===== config.mk =====
export PLATFORM = sky130hd
export DESIGN_NAME = ir_nec_receiver
export DESIGN_NICKNAME = d
export VERILOG_FILES = /design/src/rtl/ir_nec_pkg.sv /design/src/rtl/ir_sync_edge.sv /design/src/rtl/ir_nec_receiver.sv
export SDC_FILE = /design/constraint.sdc
export NUM_CORES = 1
export LEC_CHECK = 0
export ABC_AREA = 1
export ABC_CLOCK_PERIOD_IN_PS = 5200
export BUFFER_PORTS_ARGS = -buffer_cell sky130_fd_sc_hd__buf_2
export CORE_MARGIN = 4
export CORE_UTILIZATION = 45
export CTS_BUF_LIST = sky130_fd_sc_hd__clkbuf_16
export DETAILED_ROUTE_END_ITERATION = 8
export HOLD_SLACK_MARGIN = 0.12
export PLACE_DENSITY_LB_ADDON = 0.2
export SYNTH_ARGS = -nofsm -noshare
export SYNTH_HDL_FRONTEND = slang
export SYNTH_SLANG_ARGS = --single-unit

===== constraint.sdc =====
create_clock -name clk -period 5.2 [get_ports clk]
set_input_delay 1.3 -clock clk [delete_from_list [all_inputs] [get_ports clk]]
set_output_delay 1.3 -clock clk [all_outputs]
set_load 0.01 [all_outputs]

===== src/rtl/ir_nec_pkg.sv =====
// Shared types and NEC pulse-timing constants for the IR receiver.
// All durations are in microseconds and are scaled to clock ticks at elaboration.
package ir_nec_pkg;

  typedef enum logic [2:0] {
    IDLE,
    START_MARK,
    START_SPACE,
    BIT_MARK,
    BIT_SPACE,
    STOP_MARK
  } nec_state_t;

  localparam int unsigned START_MARK_MIN_US  = 8000;
  localparam int unsigned START_MARK_MAX_US  = 10000;
  localparam int unsigned START_SPACE_MIN_US = 4000;
  localparam int unsigned START_SPACE_MAX_US = 5000;
  localparam int unsigned REPEAT_MIN_US      = 2000;
  localparam int unsigned REPEAT_MAX_US      = 2500;
  localparam int unsigned MARK_MIN_US        = 400;
  localparam int unsigned MARK_MAX_US        = 750;
  localparam int unsigned BIT_ONE_US         = 1125;
  localparam int unsigned SPACE_MAX_US       = 2000;

  // Truncating conversion; 64-bit intermediate keeps large clock ratios exact.
  function automatic int unsigned us_to_ticks(input int unsigned us,
                                              input int unsigned mult,
                                              input int unsigned div);
    longint unsigned t;
    t = (longint'(us) * longint'(mult)) / longint'(div);
    return t[31:0];
  endfunction

endpackage


===== src/rtl/ir_sync_edge.sv =====
// Two-flop synchronizer for the raw IR level with single-cycle rise/fall pulses.
// Flops reset to 1 so the idle-high line does not produce a false edge after reset.
module ir_sync_edge (
  input  logic clk,
  input  logic reset,
  input  logic din,
  output logic rise,
  output logic fall
);

  // [0] first stage, [1] synchronized level, [2] previous synchronized level
  logic [2:0] sync_q;

  always_ff @(posedge clk or posedge reset) begin
    if (reset) sync_q <= 3'b111;
    else       sync_q <= {sync_q[1:0], din};
  end

  assign rise = sync_q[1] & ~sync_q[2];
  assign fall = ~sync_q[1] & sync_q[2];

endmodule


===== src/rtl/ir_nec_receiver.sv =====
// NEC infrared frame decoder: measures mark/space widths between synchronized edges,
// shifts in 2*(address+data) bits LSB first and latches fields when complements match.
module ir_nec_receiver
  import ir_nec_pkg::*;
#(
  parameter int unsigned multiplier    = 48,
  parameter int unsigned divider       = 1,
  parameter int unsigned counter_width = 20,
  parameter int unsigned address_width = 8,
  parameter int unsigned data_width    = 8
) (
  output logic [address_width-1:0] address,
  output logic [data_width-1:0]    data,
  output logic                     data_ready,
  input  logic                     ir,
  input  logic                     enable,
  input  logic                     clk,
  input  logic                     reset
);

  localparam int unsigned FRAME_BITS = 2 * (address_width + data_width);
  localparam int unsigned IDX_W      = $clog2(FRAME_BITS + 1);

  localparam logic [counter_width-1:0] T_START_MARK_MIN  = counter_width'(us_to_ticks(START_MARK_MIN_US, multiplier, divider));
  localparam logic [counter_width-1:0] T_START_MARK_MAX  = counter_width'(us_to_ticks(START_MARK_MAX_US, multiplier, divider));
  localparam logic [counter_width-1:0] T_START_SPACE_MIN = counter_width'(us_to_ticks(START_SPACE_MIN_US, multiplier, divider));
  localparam logic [counter_width-1:0] T_START_SPACE_MAX = counter_width'(us_to_ticks(START_SPACE_MAX_US, multiplier, divider));
  localparam logic [counter_width-1:0] T_REPEAT_MIN      = counter_width'(us_to_ticks(REPEAT_MIN_US, multiplier, divider));
  localparam logic [counter_width-1:0] T_REPEAT_MAX      = counter_width'(us_to_ticks(REPEAT_MAX_US, multiplier, divider));
  localparam logic [counter_width-1:0] T_MARK_MIN        = counter_width'(us_to_ticks(MARK_MIN_US, multiplier, divider));
  localparam logic [counter_width-1:0] T_MARK_MAX        = counter_width'(us_to_ticks(MARK_MAX_US, multiplier, divider));
  localparam logic [counter_width-1:0] T_BIT_ONE         = counter_width'(us_to_ticks(BIT_ONE_US, multiplier, divider));
  localparam logic [counter_width-1:0] T_SPACE_MAX       = counter_width'(us_to_ticks(SPACE_MAX_US, multiplier, divider));

  logic                     ir_rise, ir_fall;
  logic [counter_width-1:0] tick_cnt;
  logic                     saturated;
  nec_state_t               state, state_next;
  logic [FRAME_BITS-1:0]    shift_reg;
  logic [IDX_W-1:0]         bit_idx;
  logic                     shift_en, shift_bit, idx_clr, frame_done, frame_ok;
  logic [address_width-1:0] addr_f, addr_n;
  logic [data_width-1:0]    data_f, data_n;

  ir_sync_edge u_sync (
    .clk   (clk),
    .reset (reset),
    .din   (ir),
    .rise  (ir_rise),
    .fall  (ir_fall)
  );

  function automatic logic in_range(input logic [counter_width-1:0] v,
                                    input logic [counter_width-1:0] lo,
                                    input logic [counter_width-1:0] hi);
    return (v >= lo) && (v <= hi);
  endfunction

  always_ff @(posedge clk or posedge reset) begin
    if (reset)                  tick_cnt <= '0;
    else if (ir_rise | ir_fall) tick_cnt <= '0;
    else if (!saturated)        tick_cnt <= tick_cnt + 1'b1;
  end

  assign saturated = &tick_cnt;

  // Shift is LSB-first from the top, so after a full frame bit 0 holds the first bit received.
  assign addr_f   = shift_reg[address_width-1:0];
  assign addr_n   = shift_reg[2*address_width-1:address_width];
  assign data_f   = shift_reg[2*address_width +: data_width];
  assign data_n   = shift_reg[2*address_width+data_width +: data_width];
  assign frame_ok = (addr_n == ~addr_f) && (data_n == ~data_f);

  always_ff @(posedge clk or posedge reset) begin
    if (reset) state <= IDLE;
    else       state <= state_next;
  end

  always_comb begin
    state_next = state;
    shift_en   = 1'b0;
    shift_bit  = 1'b0;
    idx_clr    = 1'b0;
    frame_done = 1'b0;
    if (!enable) begin
      state_next = IDLE;
    end else begin
      case (state)
        IDLE: begin
          if (ir_fall) state_next = START_MARK;
        end
        START_MARK: begin
          if (ir_rise)
            state_next = in_range(tick_cnt, T_START_MARK_MIN, T_START_MARK_MAX) ? START_SPACE : IDLE;
          else if (saturated)
            state_next = IDLE;
        end
        START_SPACE: begin
          if (ir_fall) begin
            if (in_range(tick_cnt, T_START_SPACE_MIN, T_START_SPACE_MAX)) begin
              state_next = BIT_MARK;
              idx_clr    = 1'b1;
            end else if (in_range(tick_cnt, T_REPEAT_MIN, T_REPEAT_MAX)) begin
              state_next = IDLE;  // repeat code carries no new fields
            end else begin
              state_next = IDLE;
            end
          end else if (saturated) begin
            state_next = IDLE;
          end
        end
        BIT_MARK: begin
          if (ir_rise)
            state_next = in_range(tick_cnt, T_MARK_MIN, T_MARK_MAX) ? BIT_SPACE : IDLE;
          else if (saturated)
            state_next = IDLE;
        end
        BIT_SPACE: begin
          if (ir_fall) begin
            if (in_range(tick_cnt, T_MARK_MIN, T_SPACE_MAX)) begin
              shift_en   = 1'b1;
              shift_bit  = (tick_cnt >= T_BIT_ONE);
              state_next = (bit_idx == IDX_W'(FRAME_BITS - 1)) ? STOP_MARK : BIT_MARK;
            end else begin
              state_next = IDLE;
            end
          end else if (tick_cnt > T_SPACE_MAX) begin
            state_next = IDLE;
          end
        end
        STOP_MARK: begin
          if (ir_rise) begin
            frame_done = in_range(tick_cnt, T_MARK_MIN, T_MARK_MAX) && frame_ok;
            state_next = IDLE;
          end else if (saturated) begin
            state_next = IDLE;
          end
        end
        default: state_next = IDLE;
      endcase
    end
  end

  always_ff @(posedge clk or posedge reset) begin
    if (reset) begin
      shift_reg <= '0;
      bit_idx   <= '0;
    end else if (!enable) begin
      shift_reg <= '0;
      bit_idx   <= '0;
    end else begin
      if (idx_clr)
        bit_idx <= '0;
      else if (shift_en)
        bit_idx <= bit_idx + IDX_W'(1);
      if (shift_en)
        shift_reg <= {shift_bit, shift_reg[FRAME_BITS-1:1]};
    end
  end

  always_ff @(posedge clk or posedge reset) begin
    if (reset) begin
      address    <= '0;
      data       <= '0;
      data_ready <= 1'b0;
    end else begin
      data_ready <= frame_done;
      if (frame_done) begin
        address <= addr_f;
        data    <= data_f;
      end
    end
  end

endmodule


==> run_results.csv, run 1 <==
group,metric,value,unit
pwr,powerDensity,277,nW/um^2
synth,yosysTopAreaCell,"dfrtp_1",
clock_tree,clk_latency,340,ps
worst_setup_path,cp_top_family,"simple AND/OR/NAND/NOR gates",
detailed_routing,firstDrtPassIters,5,
placement,io_buffers,20,
synth,synthTopCellsByCount,"nand2_1, dfrtp_1, inv_1",
floorplan,die_w,108,microns
placement,dpl.hpwl,7.50,mm
detailed_routing,vias_per_cell,5.25,
cells_and_area,drive_above_1_share,0.120,
sta,tightest_slew,626,ps
sta,fin_skew,9.33,ps
cells_and_area,fin_area,4950,sq um
sta,fin_setup_tns,0,ps
cells_and_area,multi_input_area,2020,sq um
worst_setup_path,critPathMaxStageDelay,350,ps
worst_setup_path,r2r-end,"shift_reg[9]",
detailed_routing,drt_iter0_markers,273,
grt,grt-ovfl-total,0,
synth,synth_cell_types,39,
clock_tree,tritoncts,"done",
cells_and_area,area_growth,10.3,%
clock_tree,cts_buffers,9,
cells_and_area,fin_util,0.508,
synth,synth_area_leaders,"dfrtp_1, nand2_1, nand3_1",
synth,yosysMostFrequentCell,"nand2_1",
worst_setup_path,cp-end-kind,"flop",
worst_setup_path,path_buf_inv,1,
cells_and_area,diodes,0,
floorplan,die_y,108,microns
grt,antenna_found_initial,0,
sta,rsz0062_at_grt,"false",
clock_tree,path_clk_slew,60,ps
grt,grt_pass1_wl,17.2,mm
grt,grt_max_degree,47,
worst_setup_path,r2r_slack,2830,ps
min_path,hold_path_startpoint,"u_sync.sync_q[0]",
worst_setup_path,startpoint_type,"input pin",
sta,hold_viol,0,
floorplan,rows,36,
worst_setup_path,crit_arrival,2830,ps
floorplan,die-area,11600,sq um
clock_tree,cts_buffer_depth,2,
worst_setup_path,r2r_cells,10,
pwr,ir_drop,0.000128,V
synth,syn_area,4490,sq um
detailed_routing,final_antenna_net_count,0,
cells_and_area,largest_reg_flops,32,
clock_tree,postCtsResizedCells,0,
worst_setup_path,cp_max_fo,17,
sta,setup_viol,0,
sta,period_needed,2600,ps
synth,yosysWarnings,0,
sta,report.final.slew_viol_count,0,
placement,place.gp.congestion,0.918,
cells_and_area,area.sequential,2030,sq um
floorplan,initial_utilization,0.461,
grt,grtUsageTotal,0.188,
clock_tree,hold_buffers,0,
worst_setup_path,cpMostUsedCell,"nand2_1",
synth,synth_edf_count,0,
floorplan,coreArea,9730,sq um
synth,synth_area_per_cell,7.64,sq um
clock_tree,clock_sinks,81,
sta,fin_crit_sh,0.500,
cells_and_area,nets,611,
worst_setup_path,worstReg2RegStart,"tick_cnt[0]",
job,cap_violations,0,
worst_setup_path,setup.worst_path.class,"in2reg",
detailed_routing,drc,0,
synth,synthCells,587,
detailed_routing,vias,3887,
detailed_routing,drt-total-wl,10.4,mm
placement,dpl_cell_area,4640,sq um
sta,slew_headroom,0.582,
synth,synth_ff_type,"dfrtp_1",
synth,async_reset_ff_frac,1.00,
worst_setup_path,required,5430,ps
grt,grt_pass1_vias,3530,
pwr,p_leak,2.33,nW
min_path,holdPathStages,0,
floorplan,io_pins,21,
synth,synth_top_area_share,0.435,
min_path,min_path_type,"reg2reg",
detailed_routing,post_drt_wl_per_cell,14.0,microns
clock_tree,postCtsSetupBuffers,0,
clock_tree,h-tree-depth,3,
sta,fmax,384,MHz
worst_setup_path,cp_cell_sequence,"buf_2 > o21ai_0 > nor3_1 > nand3_1 > nor2_4 > nand2_4 > nand2_1 > nand2_1",
clock_tree,cts_root_buf,"clkbuf_16",
synth,ys_ff_latch,81,
outcome,status,"completed",
synth,syn_nets,596,
cells_and_area,fillers,967,
worst_setup_path,critPathSlowestCell,"nor2_4",
synth,yosysSeqAreaShare,0.453,
min_path,worstHoldEndpoint,"u_sync.sync_q[1]",
==> through the flow <==
stage	hold WS (ps)	power [mW]	setup WS [ps]	std cells
floorplan	345	0.702	1820	587
finish	357	1.37	2600	740
global route	360	1.42	2420	740
detailed placement	348	0.717	2260	724
global placement	347	0.717	2300	724
CTS	357	1.38	2610	740
==> cells in the final DEF (no fill, tap or decap), types with 2 or more instances in the layout <==
master     Yosys  routed
dfrtp_1       78      78
xor2_1         2       2
nand2_2        7       7
nor2_2         4       4
inv_6          0       3
clkbuf_16      0       9
a21oi_1       21      21
a221oi_1       3       3
o21ai_1        3       3
o22ai_1       31      31
or2_2          3       3
nand2_1      142     142
nand4_1       11      11
inv_2          8       8
ha_1           5       5
inv_1         76      75
buf_2          6      20
dfstp_2        3       3
nand3_1       60      60
nor4_1         2       2
nor3_1        15      15
a211oi_1       4       4
xnor2_1        4       4
nor2_4         3       3
o21ai_0       19      19
nor2_1        53      53
nand2_4        2       2
==> layer usage <==
metal  track usage  wire (microns)
met5             0               0
met4        0.0766             200
met3        0.0348             453
met2         0.289            4720
met1         0.262            4980
==> cells by family after synthesis <==
| group | synth area share |
|---|---|
| compound gates | 0.117 |
| fa+ha+maj | 0.0139 |
| xor+xnor | 0.0117 |
| flops | 0.453 |
| simple gates | 0.307 |
| buf+inv | 0.0979 |
==> where the power goes <==
part	total, mW	internal [mW]	leakage, nW	switching [mW]
clock	0.666	0.382	0.149	0.284
combinational	0.0623	0.0150	1.06	0.0472
sequential	0.642	0.637	1.12	0.00563
==> final cells by class <==
cell class	instances	share of cell area
sequential	81	0.410
multi-input combinational	405	0.408
clock inverter	7	0.0169
clock buffer	9	0.0455
tap	133	0.0336
inverter	84	0.0640
timing repair buffer	21	0.0218
==> worst max path at each step <==
stage / startpoint / to / slack, ps / cells past startpoint
finish: enable / address[4] / 2600 / 8
detailed placement: enable / address[3] / 2260 / 8
global route: enable / address[2] / 2420 / 8
global placement: enable / data[4] / 2300 / 8
floorplan: reset / address[0] / 1820 / 1
CTS: enable / address[4] / 2610 / 8
Power figures use the tool's default switching activity.
==> run 2: changes to the inputs <==
--- a/config.mk
+++ b/config.mk
@@ -6,7 +6,7 @@
 export NUM_CORES = 1
 export LEC_CHECK = 0
 export ABC_AREA = 1
-export ABC_CLOCK_PERIOD_IN_PS = 5200
+export ABC_CLOCK_PERIOD_IN_PS = 2670
 export BUFFER_PORTS_ARGS = -buffer_cell sky130_fd_sc_hd__buf_2
 export CORE_MARGIN = 4
 export CORE_UTILIZATION = 45
==> constraint.sdc (replaced) <==
create_clock -name clk -period 2.67 [get_ports clk]
set_input_delay 0.6675 -clock clk [delete_from_list [all_inputs] [get_ports clk]]
set_output_delay 0.6675 -clock clk [all_outputs]
set_load 0.01 [all_outputs]
==> run 2 against run 1 <==
Compared with the run above:
- non-clock buffer count rose by 5
- core utilization up 0.77 points
- global-route usage increased by 1.3 points
- cell area rose by 1.5%
- clock-buffer cell count is the same
- final cell count up 0.68%
- register-to-register slack worse by 2500 ps
- worst setup slack worse by 2300 ps
- flip-flop and latch count stayed put
- wire length grew 5.2%
- sequential share of layout area decreased by 0.61 points
- largest cell class unchanged
==> run_results.csv, run 2 (synthesis results as in run 1) <==
group,metric,value,unit
outcome,status,"completed",
cells_and_area,area.sequential,2030,sq um
grt,antenna_found_initial,0,
worst_setup_path,critPathMaxStageDelay,410,ps
sta,hold_ws,357,ps
worst_setup_path,r2r-end,"shift_reg[6]",
cells_and_area,final_cell_mix,"nand2_1, dfrtp_1, inv_1",
pwr,p_int,2.11,mW
placement,place.gp.congestion,0.930,
floorplan,die_w,108,microns
pwr,power.share.combinational,0.047,
min_path,min_path_type,"reg2reg",
detailed_routing,post_drt_wl_per_cell,14.6,microns
pwr,p_seq_frac,0.455,
floorplan,coreArea,9730,sq um
clock_tree,cts_root_buf,"clkbuf_16",
grt,grt-ovfl-total,0,
clock_tree,clk_latency,340,ps
cells_and_area,multi_input_area,2020,sq um
job,cap_violations,0,
sta,slew_headroom,0.590,
worst_setup_path,required,2910,ps
worst_setup_path,startpoint_type,"flop",
worst_setup_path,cp_cell_sequence,"inv_1 > ha_1 > nand3_1 > nor2_1 > nand3_1 > nand2_2 > nand2_2 > inv_2 > nand2_2 > o22ai_1",
grt,grt_pass1_wl,18.5,mm
grt,grt_max_degree,38,
sta,rsz0062_at_grt,"false",
cells_and_area,area_growth,11.9,%
sta,report.final.slew_viol_count,0,
worst_setup_path,worstReg2RegStart,"tick_cnt[0]",
sta,fin_setup_tns,0,ps
clock_tree,postCtsResizedCells,0,
cells_and_area,largest_reg_flops,32,
pwr,switching_share,0.232,
pwr,ir_drop,0.000323,V
min_path,hold_path_startpoint,"u_sync.sync_q[0]",
clock_tree,clock_sinks,81,
clock_tree,cts_buffers,9,
pwr,p_leak,2.37,nW
grt,grt_pass1_vias,3831,
detailed_routing,vias_per_cell,5.34,
clock_tree,cts_buffer_depth,2,
clock_tree,postCtsSetupBuffers,0,
grt,grtUsageTotal,0.201,
worst_setup_path,critPathSlowestCell,"dfrtp_1",
worst_setup_path,cp-end-kind,"flop",
detailed_routing,vias,3980,
cells_and_area,nets,616,
detailed_routing,drt-total-wl,10.9,mm
min_path,holdPathStages,0,
worst_setup_path,cpMostUsedCell,"nand2_2",
sta,fin_crit_sh,0.882,
worst_setup_path,path_buf_inv,2,
floorplan,initial_utilization,0.461,
clock_tree,h-tree-depth,3,
detailed_routing,drc,0,
worst_setup_path,r2r_cells,10,
detailed_routing,final_antenna_net_count,0,
pwr,total_power,2.75,mW
floorplan,die_y,108,microns
detailed_routing,drt_iter0_markers,426,
detailed_routing,firstDrtPassIters,8,
worst_setup_path,setup.worst_path.class,"reg2reg",
cells_and_area,fin_util,0.516,
sta,period_needed,2350,ps
worst_setup_path,crit_arrival,2600,ps
min_path,worstHoldEndpoint,"u_sync.sync_q[1]",
worst_setup_path,cp_top_family,"simple AND/OR/NAND/NOR gates",
pwr,powerDensity,547,nW/um^2
cells_and_area,fillers,960,
sta,setup_viol,0,
placement,io_buffers,20,
worst_setup_path,cp_max_fo,32,
sta,hold_viol,0,
sta,fmax,425,MHz
clock_tree,hold_buffers,0,
cells_and_area,diodes,0,
sta,fin_skew,8.12,ps
pwr,p_switching,0.637,mW
cells_and_area,layout_commonest_cell,"nand2_1",
clock_tree,path_clk_slew,70,ps
cells_and_area,drive_above_1_share,0.127,
floorplan,io_pins,21,
clock_tree,tritoncts,"done",
floorplan,die-area,11600,sq um
sta,tightest_slew,612,ps
worst_setup_path,r2r_slack,320,ps
pwr,clock_power_share,0.497,
floorplan,rows,36,
placement,dpl.hpwl,8.04,mm
-- run 2: changes by cell type in the layout (fill, tap and decap cells not counted) --
| cell | previous run | this run |
|---|---|---|
| clkinv_2 | 1 | 0 |
| buf_4 | 1 | 5 |
| buf_12 | 0 | 1 |
| bufinv_16 | 1 | 2 |
-- run 2: routing by layer --
layer	wire (microns)	part of all wire	global-route usage
met3	490	0.045	0.0390
met2	5130	0.47	0.319
met4	185	0.017	0.0613
met1	5090	0.47	0.278
met5	0	0	0
-- run 2: final cells by class --
| class | instances | share of cell area |
|---|---|---|
| Sequential cell | 81 | 0.404 |
| Clock buffer | 9 | 0.0448 |
| Tap cell | 133 | 0.0331 |
| Clock inverter | 7 | 0.0212 |
| Multi-Input combinational cell | 405 | 0.402 |
| Timing Repair Buffer | 26 | 0.0314 |
| Inverter | 84 | 0.0635 |
-- run 2: stage by stage --
| stage | setup WS (ps) | instance area [sq um] | cells |
|---|---|---|---|
| floorplan | 831 | 4490 | 587 |
| global placement | 399 | 4690 | 729 |
| detailed placement | 323 | 4690 | 729 |
| CTS | 306 | 5020 | 745 |
| global route | 69.1 | 5020 | 745 |
| finish | 315 | 5020 | 745 |
-- run 2: worst max-delay path by stage --
stage	startpoint	to	slack, ps	cells past startpoint
final	tick_cnt[0]	shift_reg[6]	320	10
after global routing	tick_cnt[0]	shift_reg[15]	70	10
after CTS	tick_cnt[0]	shift_reg[4]	310	10
after detailed placement	tick_cnt[0]	shift_reg[4]	320	10
after global placement	tick_cnt[0]	shift_reg[23]	400	10
after floorplan	enable	address[7]	830	9
-- run 2: power groups by stage --
| stage | clock (mW) | combinational [mW] | sequential, mW |
|---|---|---|---|
| after floorplan | 0 | 0.0967 | 1.27 |
| after global placement | 0 | 0.130 | 1.27 |
| after detailed placement | 0 | 0.132 | 1.27 |
| after CTS | 1.40 | 0.132 | 1.25 |
| after global routing | 1.46 | 0.148 | 1.25 |
| final | 1.37 | 0.130 | 1.25 |
